### src/rtl/uart_tx_cfg_if.sv
// Producer-side bundle for the configurable UART transmitter: request,
// payload and the serial line with its frame status flags.
interface uart_tx_cfg_if #(
  parameter int DATA_BITS = 8
);
  logic                 en;
  logic                 start;
  logic [DATA_BITS-1:0] in;
  logic                 out;
  logic                 done;
  logic                 busy;

  modport master (output en, output start, output in,
                  input  out, input done, input busy);
  modport slave  (input  en, input start, input in,
                  output out, output done, output busy);
endinterface

### src/rtl/uart_tx_cfg.sv
// Parametrised UART transmitter: start bit, LSB-first payload, optional
// parity bit, one or two stop bits, each bit held CLKS_PER_BIT clocks.
module uart_tx_cfg #(
  parameter int DATA_BITS    = 8,
  parameter int CLKS_PER_BIT = 16,
  parameter int PARITY       = 0,
  parameter int STOP_BITS    = 1
) (
  input  logic         clk,
  input  logic         rst,
  uart_tx_cfg_if.slave bus
);

  localparam int BAUD_W = (CLKS_PER_BIT > 1) ? $clog2(CLKS_PER_BIT) : 1;
  localparam int BIT_W  = $clog2(DATA_BITS);
  localparam logic [BAUD_W-1:0] BAUD_LAST = BAUD_W'(CLKS_PER_BIT - 1);
  localparam logic [BIT_W-1:0]  BIT_LAST  = BIT_W'(DATA_BITS - 1);
  localparam logic [BIT_W-1:0]  STOP_LAST = BIT_W'(STOP_BITS - 1);

  if (DATA_BITS < 5 || DATA_BITS > 9) begin : g_bad_data_bits
    $error("uart_tx_cfg: DATA_BITS must be 5..9");
  end
  if (CLKS_PER_BIT < 1) begin : g_bad_clks_per_bit
    $error("uart_tx_cfg: CLKS_PER_BIT must be >= 1");
  end
  if (PARITY < 0 || PARITY > 2) begin : g_bad_parity
    $error("uart_tx_cfg: PARITY must be 0, 1 or 2");
  end
  if (STOP_BITS < 1 || STOP_BITS > 2) begin : g_bad_stop_bits
    $error("uart_tx_cfg: STOP_BITS must be 1 or 2");
  end

  // state  | meaning
  // IDLE   | line high, waiting for start & en
  // START  | start bit (low) on the line
  // DATA   | payload bit bit_cnt on the line, LSB first
  // PARITY | parity bit on the line (only when PARITY != 0)
  // STOP   | stop bit bit_cnt (high) on the line
  typedef enum logic [2:0] {
    S_IDLE, S_START, S_DATA, S_PARITY, S_STOP
  } state_t;

  state_t               state, state_n;
  logic [BAUD_W-1:0]    baud_cnt, baud_cnt_n;
  logic [BIT_W-1:0]     bit_cnt, bit_cnt_n;
  logic [DATA_BITS-1:0] shreg, shreg_n;
  logic                 par_bit, par_bit_n;
  logic                 out_r, out_n;
  logic                 busy_r, busy_n;
  logic                 done_r, done_n;
  logic                 bit_end;

  always_ff @(posedge clk or posedge rst) begin
    if (rst) begin
      state    <= S_IDLE;
      baud_cnt <= '0;
      bit_cnt  <= '0;
      shreg    <= '0;
      par_bit  <= 1'b0;
      out_r    <= 1'b1;
      busy_r   <= 1'b0;
      done_r   <= 1'b0;
    end else begin
      state    <= state_n;
      baud_cnt <= baud_cnt_n;
      bit_cnt  <= bit_cnt_n;
      shreg    <= shreg_n;
      par_bit  <= par_bit_n;
      out_r    <= out_n;
      busy_r   <= busy_n;
      done_r   <= done_n;
    end
  end

  assign bit_end = (baud_cnt == BAUD_LAST);

  always_comb begin
    state_n    = state;
    baud_cnt_n = baud_cnt;
    bit_cnt_n  = bit_cnt;
    shreg_n    = shreg;
    par_bit_n  = par_bit;
    out_n      = out_r;
    busy_n     = busy_r;
    done_n     = 1'b0;

    if (state != S_IDLE) begin
      baud_cnt_n = bit_end ? '0 : baud_cnt + 1'b1;
    end

    case (state)
      S_IDLE: begin
        if (bus.start && bus.en) begin
          shreg_n    = bus.in;
          // Parity is fixed at accept time from the captured payload.
          par_bit_n  = (^bus.in) ^ (PARITY == 1);
          busy_n     = 1'b1;
          out_n      = 1'b0;
          baud_cnt_n = '0;
          bit_cnt_n  = '0;
          state_n    = S_START;
        end
      end
      S_START: begin
        if (bit_end) begin
          out_n     = shreg[0];
          bit_cnt_n = '0;
          state_n   = S_DATA;
        end
      end
      S_DATA: begin
        if (bit_end) begin
          if (bit_cnt == BIT_LAST) begin
            bit_cnt_n = '0;
            if (PARITY != 0) begin
              out_n   = par_bit;
              state_n = S_PARITY;
            end else begin
              out_n   = 1'b1;
              state_n = S_STOP;
            end
          end else begin
            shreg_n   = shreg >> 1;
            out_n     = shreg[1];
            bit_cnt_n = bit_cnt + 1'b1;
          end
        end
      end
      S_PARITY: begin
        if (bit_end) begin
          out_n     = 1'b1;
          bit_cnt_n = '0;
          state_n   = S_STOP;
        end
      end
      S_STOP: begin
        if (bit_end) begin
          if (bit_cnt == STOP_LAST) begin
            bit_cnt_n = '0;
            busy_n    = 1'b0;
            done_n    = 1'b1;
            state_n   = S_IDLE;
          end else begin
            bit_cnt_n = bit_cnt + 1'b1;
          end
        end
      end
      default: begin
        out_n      = 1'b1;
        busy_n     = 1'b0;
        baud_cnt_n = '0;
        bit_cnt_n  = '0;
        state_n    = S_IDLE;
      end
    endcase
  end

  assign bus.out  = out_r;
  assign bus.busy = busy_r;
  assign bus.done = done_r;

endmodule

### src/flat_wrapper.sv
// flat-port wrapper written by rule: the top's interface ports become plain ports
module uart_tx_cfg_flat 
#(
  parameter int DATA_BITS    = 8,
  parameter int CLKS_PER_BIT = 16,
  parameter int PARITY       = 0,
  parameter int STOP_BITS    = 1
)
  (clk, rst, bus_en, bus_start, bus_in, bus_out, bus_done, bus_busy);
  uart_tx_cfg_if #(.DATA_BITS(DATA_BITS)) bus_i ();
  input  logic clk;
  input  logic rst;
  input wire logic [$bits(bus_i.en)-1:0] bus_en;
  input wire logic [$bits(bus_i.start)-1:0] bus_start;
  input wire logic [$bits(bus_i.in)-1:0] bus_in;
  output wire logic [$bits(bus_i.out)-1:0] bus_out;
  output wire logic [$bits(bus_i.done)-1:0] bus_done;
  output wire logic [$bits(bus_i.busy)-1:0] bus_busy;
  assign bus_i.en = bus_en;
  assign bus_i.start = bus_start;
  assign bus_i.in = bus_in;
  assign bus_out = bus_i.out;
  assign bus_done = bus_i.done;
  assign bus_busy = bus_i.busy;
  uart_tx_cfg #(.DATA_BITS(DATA_BITS), .CLKS_PER_BIT(CLKS_PER_BIT), .PARITY(PARITY), .STOP_BITS(STOP_BITS)) u_core (.clk(clk), .rst(rst), .bus(bus_i));
endmodule
### config.mk
export PLATFORM = sky130hd
export DESIGN_NAME = uart_tx_cfg_flat
export DESIGN_NICKNAME = d
export VERILOG_FILES = /design/src/rtl/uart_tx_cfg_if.sv /design/src/rtl/uart_tx_cfg.sv /design/src/flat_wrapper.sv
export SDC_FILE = /design/constraint.sdc
export NUM_CORES = 1
export LEC_CHECK = 0
export ABC_CLOCK_PERIOD_IN_PS = 2020
export CORE_ASPECT_RATIO = 0.8
export CORE_MARGIN = 3
export CORE_UTILIZATION = 30
export DETAILED_ROUTE_END_ITERATION = 12
export DONT_BUFFER_PORTS = 1
export SYNTH_ARGS = -nofsm -noshare
export SYNTH_HDL_FRONTEND = slang
export SYNTH_SLANG_ARGS = --single-unit
### constraint.sdc
create_clock -name clk -period 2.02 [get_ports clk]
set_input_delay 0.303 -clock clk [delete_from_list [all_inputs] [get_ports clk]]
set_output_delay 0.303 -clock clk [all_outputs]
set_load 0.005 [all_outputs]
== Yosys cells after proc, flatten, opt, wreduce, memory -nomap -nowiden ==
Cells that the tools add are included.
Word-level totals
  register bits after elaboration: 21
  latch bits: 0
  memory bits (writable): 0
  bits in read-only memories: 0
  output and inout port bits: 3
  logic and storage cells: 75
  memories kept: 0
Operators by class
  add/sub/neg operators: 2
  multipliers: 0
  div/mod/pow operators: 0
  order comparisons: 0
  equality and inequality tests: 15
  shift operators: 0
  mux-type cells: 36
  bitwise logic cells: 2
  reductions and logical operators: 13
Operators with widths (count)
  $mux 3: 13
  $mux 8: 3
  $ne 2x1->1 const B: 8
  $pmux 8 s2: 1
  $pmux 3 s5: 1
  $mux 4: 3
  $pmux 3 s4: 1
  $reduce_and 4->1: 3
  $mux 1: 11
  $pmux 4 s2: 1
  $reduce_and 7->1: 1
  $eq 3x2->1 const B: 2
  $eq 3x3->1 const B: 2
  $logic_not 3->1: 2
  $pmux 1 s5: 1
  $reduce_and 5->1: 1
  $add 4x1->4 const B: 1
  $eq 4x4->1 const B: 1
  $reduce_or 4->1: 1
  $add 3x1->3 const B: 1
  $eq 3x1->1 const B: 1
  $pmux 1 s3: 1
  $reduce_bool 3->1: 1
  $reduce_or 3->1: 1
  5 further kinds: 6

== Depth between registers and ports, before layout ==
Gate-level depths: netlist of run 1.
  depth after elaboration: 5
  mapped depth: 6
  mapped depth without buffers: 6

== Least setup slack after synthesis of run 1 ==
No wires, ideal clock.
  path kind: register to register
  from: register u_core.bit_cnt[0]
  to: register u_core.shreg[1]
  library setup time: 0.079 ns
  data arrival time: 1.570 ns
  setup slack: 0.370 ns
  cell stages (with the launch flop): 7
  period minus slack after synthesis: 1.650 ns
  path through: dfrtp_1 > ha_1 > ha_1 > nand2b_1 > a21oi_4 > a21boi_4 > a2bb2oi_1
On the way
  cells in the longest elaborated chain, start to end: 3
RTL lines
  start: declaration: RTL line uart_tx_cfg.sv:45  | logic [BIT_W-1:0] bit_cnt, bit_cnt_n;
  start signal: assignment: RTL line uart_tx_cfg.sv:66  | bit_cnt <= bit_cnt_n;
  $eq 3x3->1: RTL line uart_tx_cfg.sv:113  | if (bit_cnt == BIT_LAST) begin
  $ne 2x2->1 (no source line)
  $reduce_and 4->1 (no source line)
  end signal: assignment: RTL line uart_tx_cfg.sv:67  | shreg <= shreg_n;
  end: declaration: RTL line uart_tx_cfg.sv:46  | logic [DATA_BITS-1:0] shreg, shreg_n;
Every way passes these cells.
A chain may end at the register's enable or synchronous reset.

== Final worst setup path of run 1 ==
  from: register u_core.bit_cnt[0]
  to: register u_core.shreg[4]
Same word-level chain as after synthesis.

==> impl_results.md, run 1 <==
- Outcome: completed
- Top post-synthesis cells by count: dfrtp_1 (20), nand2_1 (12), o22ai_1 (9), a21oi_1 (8), a2bb2oi_1 (7)
- Post-synth ARST share: 100%
- IO Pins: 15
- Top delay family on crit path: compound AO/OA/AOI/OAI gates
- Final HPWL DP: 1900 um
- Drt via density: 5.19
- PwrDens: 544 nW/um^2
- Most frequent CP cell: ha_1
- Resized cells post-CTS: 0
- Routability cong.: 0.801
- Synth Area in Adders: 4.18%
- Gr ovfl total: 0
- Top-count cell post-synth: dfrtp_1
- CTS H-Tree Depth: 1
- Crit-path max cell delay: 400 ps
- Max-Cap Viols: 0
- Antenna violations before repair: 0
- CP Buf/Inv Count: 0
- Slowest CP cell: dfrtp_1
- Setup crit end kind: flip-flop
- Share of the yosys chip area belonging to registers: 43.9%
- Gr usage total: 11.2%
- Num rows: 19
- Initial DRC Count: 32
- Achievable clock frequency: 538 MHz
- Post-synthesis mux area share: 2.51%
- Pre-antenna DRT Iters: 4
- Post-CTS Hold Fix Bufs: 0
- First-pass GRT wire length: 4350 um
- Final slew viol count: 0
- Final #Nets: 142
- Worst Skew: 2.55 ps
- Core area: 3640 um^2
- Setup CP Type: reg2reg
- EDFF count, synth: 0
- Unique masters post-synth: 40
- Peak VDD IR: 0.000520 V
- Die H: 62.5 um
- DR WL/cell: 14.3 um
- Final antenna diode count: 0
- Share of the synthesized area in the top cell type: 41.8%
- Register bit total from synthesis: 21
- Fin util: 35.8%
- Setup violations, final: 0
- Starting Density: 33.0%
- Synth Flop Type: dfrtp_1
- DRC Markers: 0
- Clock-pin slew on the worst setup and hold paths: 70 ps
- Relative slew slack: 46.6%
- Worst R2R Path Depth: 6
- Largest family of logic cells by synthesized area: compound AO/OA/AOI/OAI gates
- Worst hold path type: in2async
- Total area of sequential cells: 527 um^2
- Largest area contributor in the netlist: dfrtp_1
- TritonCTS clock tree: built
- Total wire length: 2540 um
- Worst EP arrival: 2040 ps
- CP Max Fanout: 8
- Fillers: 363
- Port Buf Inserts: 0
- Die X: 76.7 um
- Skew-Pair Late Insertion Delay: 260 ps
- Syn nets: 140
- Area Growth Syn to Fin: 8.66%
- Syn_area_per_cell: 9.67 um^2
- Routed vias: 919
- Tcrit/Tclk final: 92.1%
- Area share of xor/xnor cells in the synthesized design: 2.19%
- Clk root buf: clkbuf_8
- Postcts setup bufs: 0
- Max clock buf depth: 2
- Footprint of the multi-input gates: 628 um^2
- Total Neg Setup Slack: 0 ps
- Hold Vio Cnt, Final: 0
- Sinks on Clock Net: 21
- Tightest Pin Transition: 800 ps
- Synth warn: 0
- Area contributors post-synth: dfrtp_1 (42%), a2bb2oi_1 (5.1%), o22ai_1 (4.7%)
- Leak: 0.586 nW
- Syn Inst Count: 124
- Power Total: 0.708 mW
- Pin count of the biggest net entering global routing: 22
- Final ANT Viol Nets: 0
- RSZ-0062 raised after global routing: false
- Mapped cell area: 1200 um^2
- Critical Path RT: 2200 ps
- Vias in the first global route: 930
- Layout cells sized above 1: 10.4%
- Worst setup SP type: flip-flop
- Cell depth of the worst setup path: 6
- Simple-Gate Fraction of Synth Area: 18.8%
- Die area: 4790 um^2
- Shortest period the worst path allows: 1860 ps
- Number of buffers created by CTS: 3
- Compound-Gate Fraction of Synth Area: 24.7%
- Crit path cell chain: ha_1 > ha_1 > nand2b_1 > a21oi_4 > a21boi_4 > a2bb2oi_1
[cell type report]
cell class	count	area share, %
clock buffer	4	3.46
inverter	4	1.15
multi-input combinational	93	48.2
sequential	21	40.4
tap	52	5.00
timing repair buffer	3	1.73
[cells by family (layout without fill, tap and decap cells)]
group / count (synthesis) / after routing
buf+inv: 10 / 11
simple gates: 42 / 42
flops: 21 / 21
mux: 3 / 3
fa+ha+maj: 4 / 4
compound gates: 41 / 41
xor+xnor: 3 / 3
[metal layers]
metal	GRT usage, %	part of all wire [%]
met1	14.0	49
met2	18.6	47
met3	3.31	3.6
met4	3.17	1.1
met5	0	0
[worst register-to-register path, delay by kind of cell (launching register included)]
kind,cells,cell delay (ps)
flops,1,400
compound gates,3,780
simple gates,1,210
fa+ha+maj,2,390
[final timing paths]
| check | end | slack, ps | startpoint |
|---|---|---|---|
| max | u_core.shreg[4]$_DFFE_PP0P_ | 160 | u_core.bit_cnt[0]$_DFFE_PP0P_ |
| min | u_core.state[0]$_DFFE_PP0P_ | 80 | rst |
| max reg2reg | u_core.shreg[4]$_DFFE_PP0P_ | 160 | u_core.bit_cnt[0]$_DFFE_PP0P_ |
| min reg2reg | u_core.shreg[6]$_DFFE_PP0P_ | 550 | u_core.shreg[6]$_DFFE_PP0P_ |
| max in group asynchronous | u_core.shreg[7]$_DFFE_PP0P_ | 1440 | rst |
| min in group clk | u_core.shreg[7]$_DFFE_PP0P_ | 250 | bus_in[7] |
[report_power, final]
part / switching, mW / internal, mW
clock: 0.133 / 0.141
combinational: 0.00899 / 0.00190
sequential: 0.00132 / 0.422
total: 0.144 / 0.564
[registers in the layout, summed over array words and instances (netlist names)]
| signal | flops |
|---|---|
| u_core.baud_cnt | 4 |
| u_core.bus.done | 1 |
| u_core.bit_cnt | 3 |
| u_core.bus.busy | 1 |
| u_core.bus.out | 1 |
| u_core.shreg | 8 |
| u_core.state | 3 |
[cells in the final DEF, fill, tap and decap left out, types with 3 or more instances in the layout]
cell,count
nand2_1,12
nor2_1,6
buf_4,3
nor2b_1,3
ha_1,4
nand3_1,5
a21oi_1,8
clkbuf_8,3
o22ai_1,9
dfrtp_1,20
inv_1,4
a2bb2oi_1,7
o21ai_0,4
nand2b_1,3
mux2i_1,3
[per-stage QoR]
step,setup slack [ps],cells,instance area [um^2],hold WS [ps]
2_1_floorplan,370,124,1200,279
5_1_grt,35.8,177,1300,141
6_report,160,177,1300,79.3
3_5_place_dp,162,173,1260,384
4_1_cts,146,177,1300,102
3_3_place_gp,263,173,1260,378
Power figures use the tool's default switching activity.
==> run 2, diff against run 1 <==
--- a/config.mk
+++ b/config.mk
@@ -6,9 +6,11 @@
 export NUM_CORES = 1
 export LEC_CHECK = 0
 export ABC_CLOCK_PERIOD_IN_PS = 2020
+export CAP_MARGIN = 15
 export CORE_ASPECT_RATIO = 0.8
 export CORE_MARGIN = 3
 export CORE_UTILIZATION = 30
+export CTS_BUF_LIST = sky130_fd_sc_hd__clkbuf_8
 export DETAILED_ROUTE_END_ITERATION = 12
 export DONT_BUFFER_PORTS = 1
 export SYNTH_ARGS = -nofsm -noshare
==> impl_results.md, run 2 (synthesis results as in run 1) <==
- Total Neg Setup Slack: 0 ps
- Final #Nets: 142
- Pre-antenna DRT Iters: 4
- Critical Path RT: 2200 ps
- Final HPWL DP: 1900 um
- DRC Markers: 0
- Worst EP arrival: 2040 ps
- IO Pins: 15
- Worst R2R Path Depth: 6
- Max-Cap Viols: 0
- First-pass GRT wire length: 4350 um
- Number of buffers created by CTS: 3
- Commonest non-fill, non-tap cell in the layout: dfrtp_1
- Setup CP Type: reg2reg
- Final ANT Viol Nets: 0
- Vias in the first global route: 930
- Resized cells post-CTS: 0
- Leak: 0.591 nW
- DR WL/cell: 14.4 um
- Max clock buf depth: 2
- Die H: 62.5 um
- R2r endpoint: u_core.shreg[4]$_DFFE_PP0P_
- Area Growth Syn to Fin: 8.66%
- Max reg flops: 8
- R2R setup slack: 160 ps
- Finished layout cell area: 1300 um^2
- Pin count of the biggest net entering global routing: 22
- Die area: 4790 um^2
- Port Buf Inserts: 0
- Tcrit/Tclk final: 92.1%
- R2R Path Start: u_core.bit_cnt[0]$_DFFE_PP0P_
- Setup violations, final: 0
- Tightest Pin Transition: 799 ps
- Post-CTS Hold Fix Bufs: 0
- Initial DRC Count: 32
- Top Registers: u_core.shreg x8, u_core.baud_cnt x4
- Final slew viol count: 0
- TritonCTS clock tree: built
- Total wire length: 2540 um
- Hold WS: 78.7 ps
- Clk root buf: clkbuf_8
- Shortest period the worst path allows: 1860 ps
- Sinks on Clock Net: 21
- Gr ovfl total: 0
- Most frequent cells in the layout: dfrtp_1 (20), nand2_1 (12), o22ai_1 (9)
- Antenna violations before repair: 0
- Setup crit end kind: flip-flop
- Peak VDD IR: 0.000520 V
- Core area: 3640 um^2
- CP Max Fanout: 8
- Worst hold path type: in2async
- Clock-pin slew on the worst setup and hold paths: 70 ps
- Hold Vio Cnt, Final: 0
- Dpl cell area: 1260 um^2
- Worst Skew: 2.17 ps
- PwrDens: 540 nW/um^2
- Worst setup SP type: flip-flop
- Relative slew slack: 46.7%
- CTS H-Tree Depth: 1
- Drt via density: 5.19
- Postcts setup bufs: 0
- Fillers: 363
- Outcome: completed
- Power Total: 0.703 mW
- RSZ-0062 raised after global routing: false
- Die X: 76.7 um
- Num rows: 19
- Routability cong.: 0.801
- Largest reg by FF count: u_core.shreg
- Achievable clock frequency: 538 MHz
- Skew-Pair Late Insertion Delay: 260 ps
- Layout cells sized above 1: 10.4%
- Gr usage total: 11.2%
- Final antenna diode count: 0
- Routed vias: 919
- Starting Density: 33.0%
## run 2: worst max path at each step
stage,end,cells past startpoint,slack (ps),startpoint
2_1_floorplan,u_core.shreg[1]$_DFFE_PP0P_,6,370,u_core.bit_cnt[0]$_DFFE_PP0P_
3_3_place_gp,u_core.shreg[0]$_DFFE_PP0P_,6,260,u_core.bit_cnt[0]$_DFFE_PP0P_
3_5_place_dp,u_core.shreg[4]$_DFFE_PP0P_,6,160,u_core.bit_cnt[0]$_DFFE_PP0P_
4_1_cts,u_core.shreg[4]$_DFFE_PP0P_,6,150,u_core.bit_cnt[0]$_DFFE_PP0P_
5_1_grt,u_core.shreg[4]$_DFFE_PP0P_,6,40,u_core.bit_cnt[0]$_DFFE_PP0P_
6_report,u_core.shreg[4]$_DFFE_PP0P_,6,160,u_core.bit_cnt[0]$_DFFE_PP0P_
## run 2: cell type report
cell class | count | area [um^2] | area share, %
inverters | 4 | 15.0 | 1.15
flip-flops and latches | 21 | 527 | 40.4
well taps | 52 | 65.1 | 5.00
clock inverters | 1 | 3.75 | 0.288
repair buffers | 3 | 22.5 | 1.73
multi-input cells | 93 | 628 | 48.2
clock buffers | 3 | 41.3 | 3.17
## run 2: per-stage QoR
| stage | worst slack, ps | cells | util, % |
|---|---|---|---|
| after floorplan | 370 | 124 | - |
| after global placement | 263 | 173 | 34.6 |
| after detailed placement | 162 | 173 | 34.6 |
| after CTS | 146 | 177 | 35.8 |
| after global routing | 35.3 | 177 | 35.8 |
| final | 160 | 177 | 35.8 |
## run 2: where the power goes
group,total [mW],internal (mW),switching [mW],leakage (nW)
clock,0.269,0.135,0.134,0.0269
combinational,0.0109,0.00190,0.00898,0.301
sequential,0.423,0.422,0.00132,0.263
total,0.703,0.559,0.144,0.591
## run 2: critical path: stages (launching register included)
cell and delay (ps):
dfrtp_1 400, ha_1 200, ha_1 190, nand2b_1 210, a21oi_4 270, a21boi_4 310
a2bb2oi_1 200
## run 2: per-layer routing
layer / track usage [%] / routed length (um)
met4: 3.17 / 28
met2: 18.6 / 1180
met5: 0 / 0
met3: 3.31 / 92
met1: 14.0 / 1240
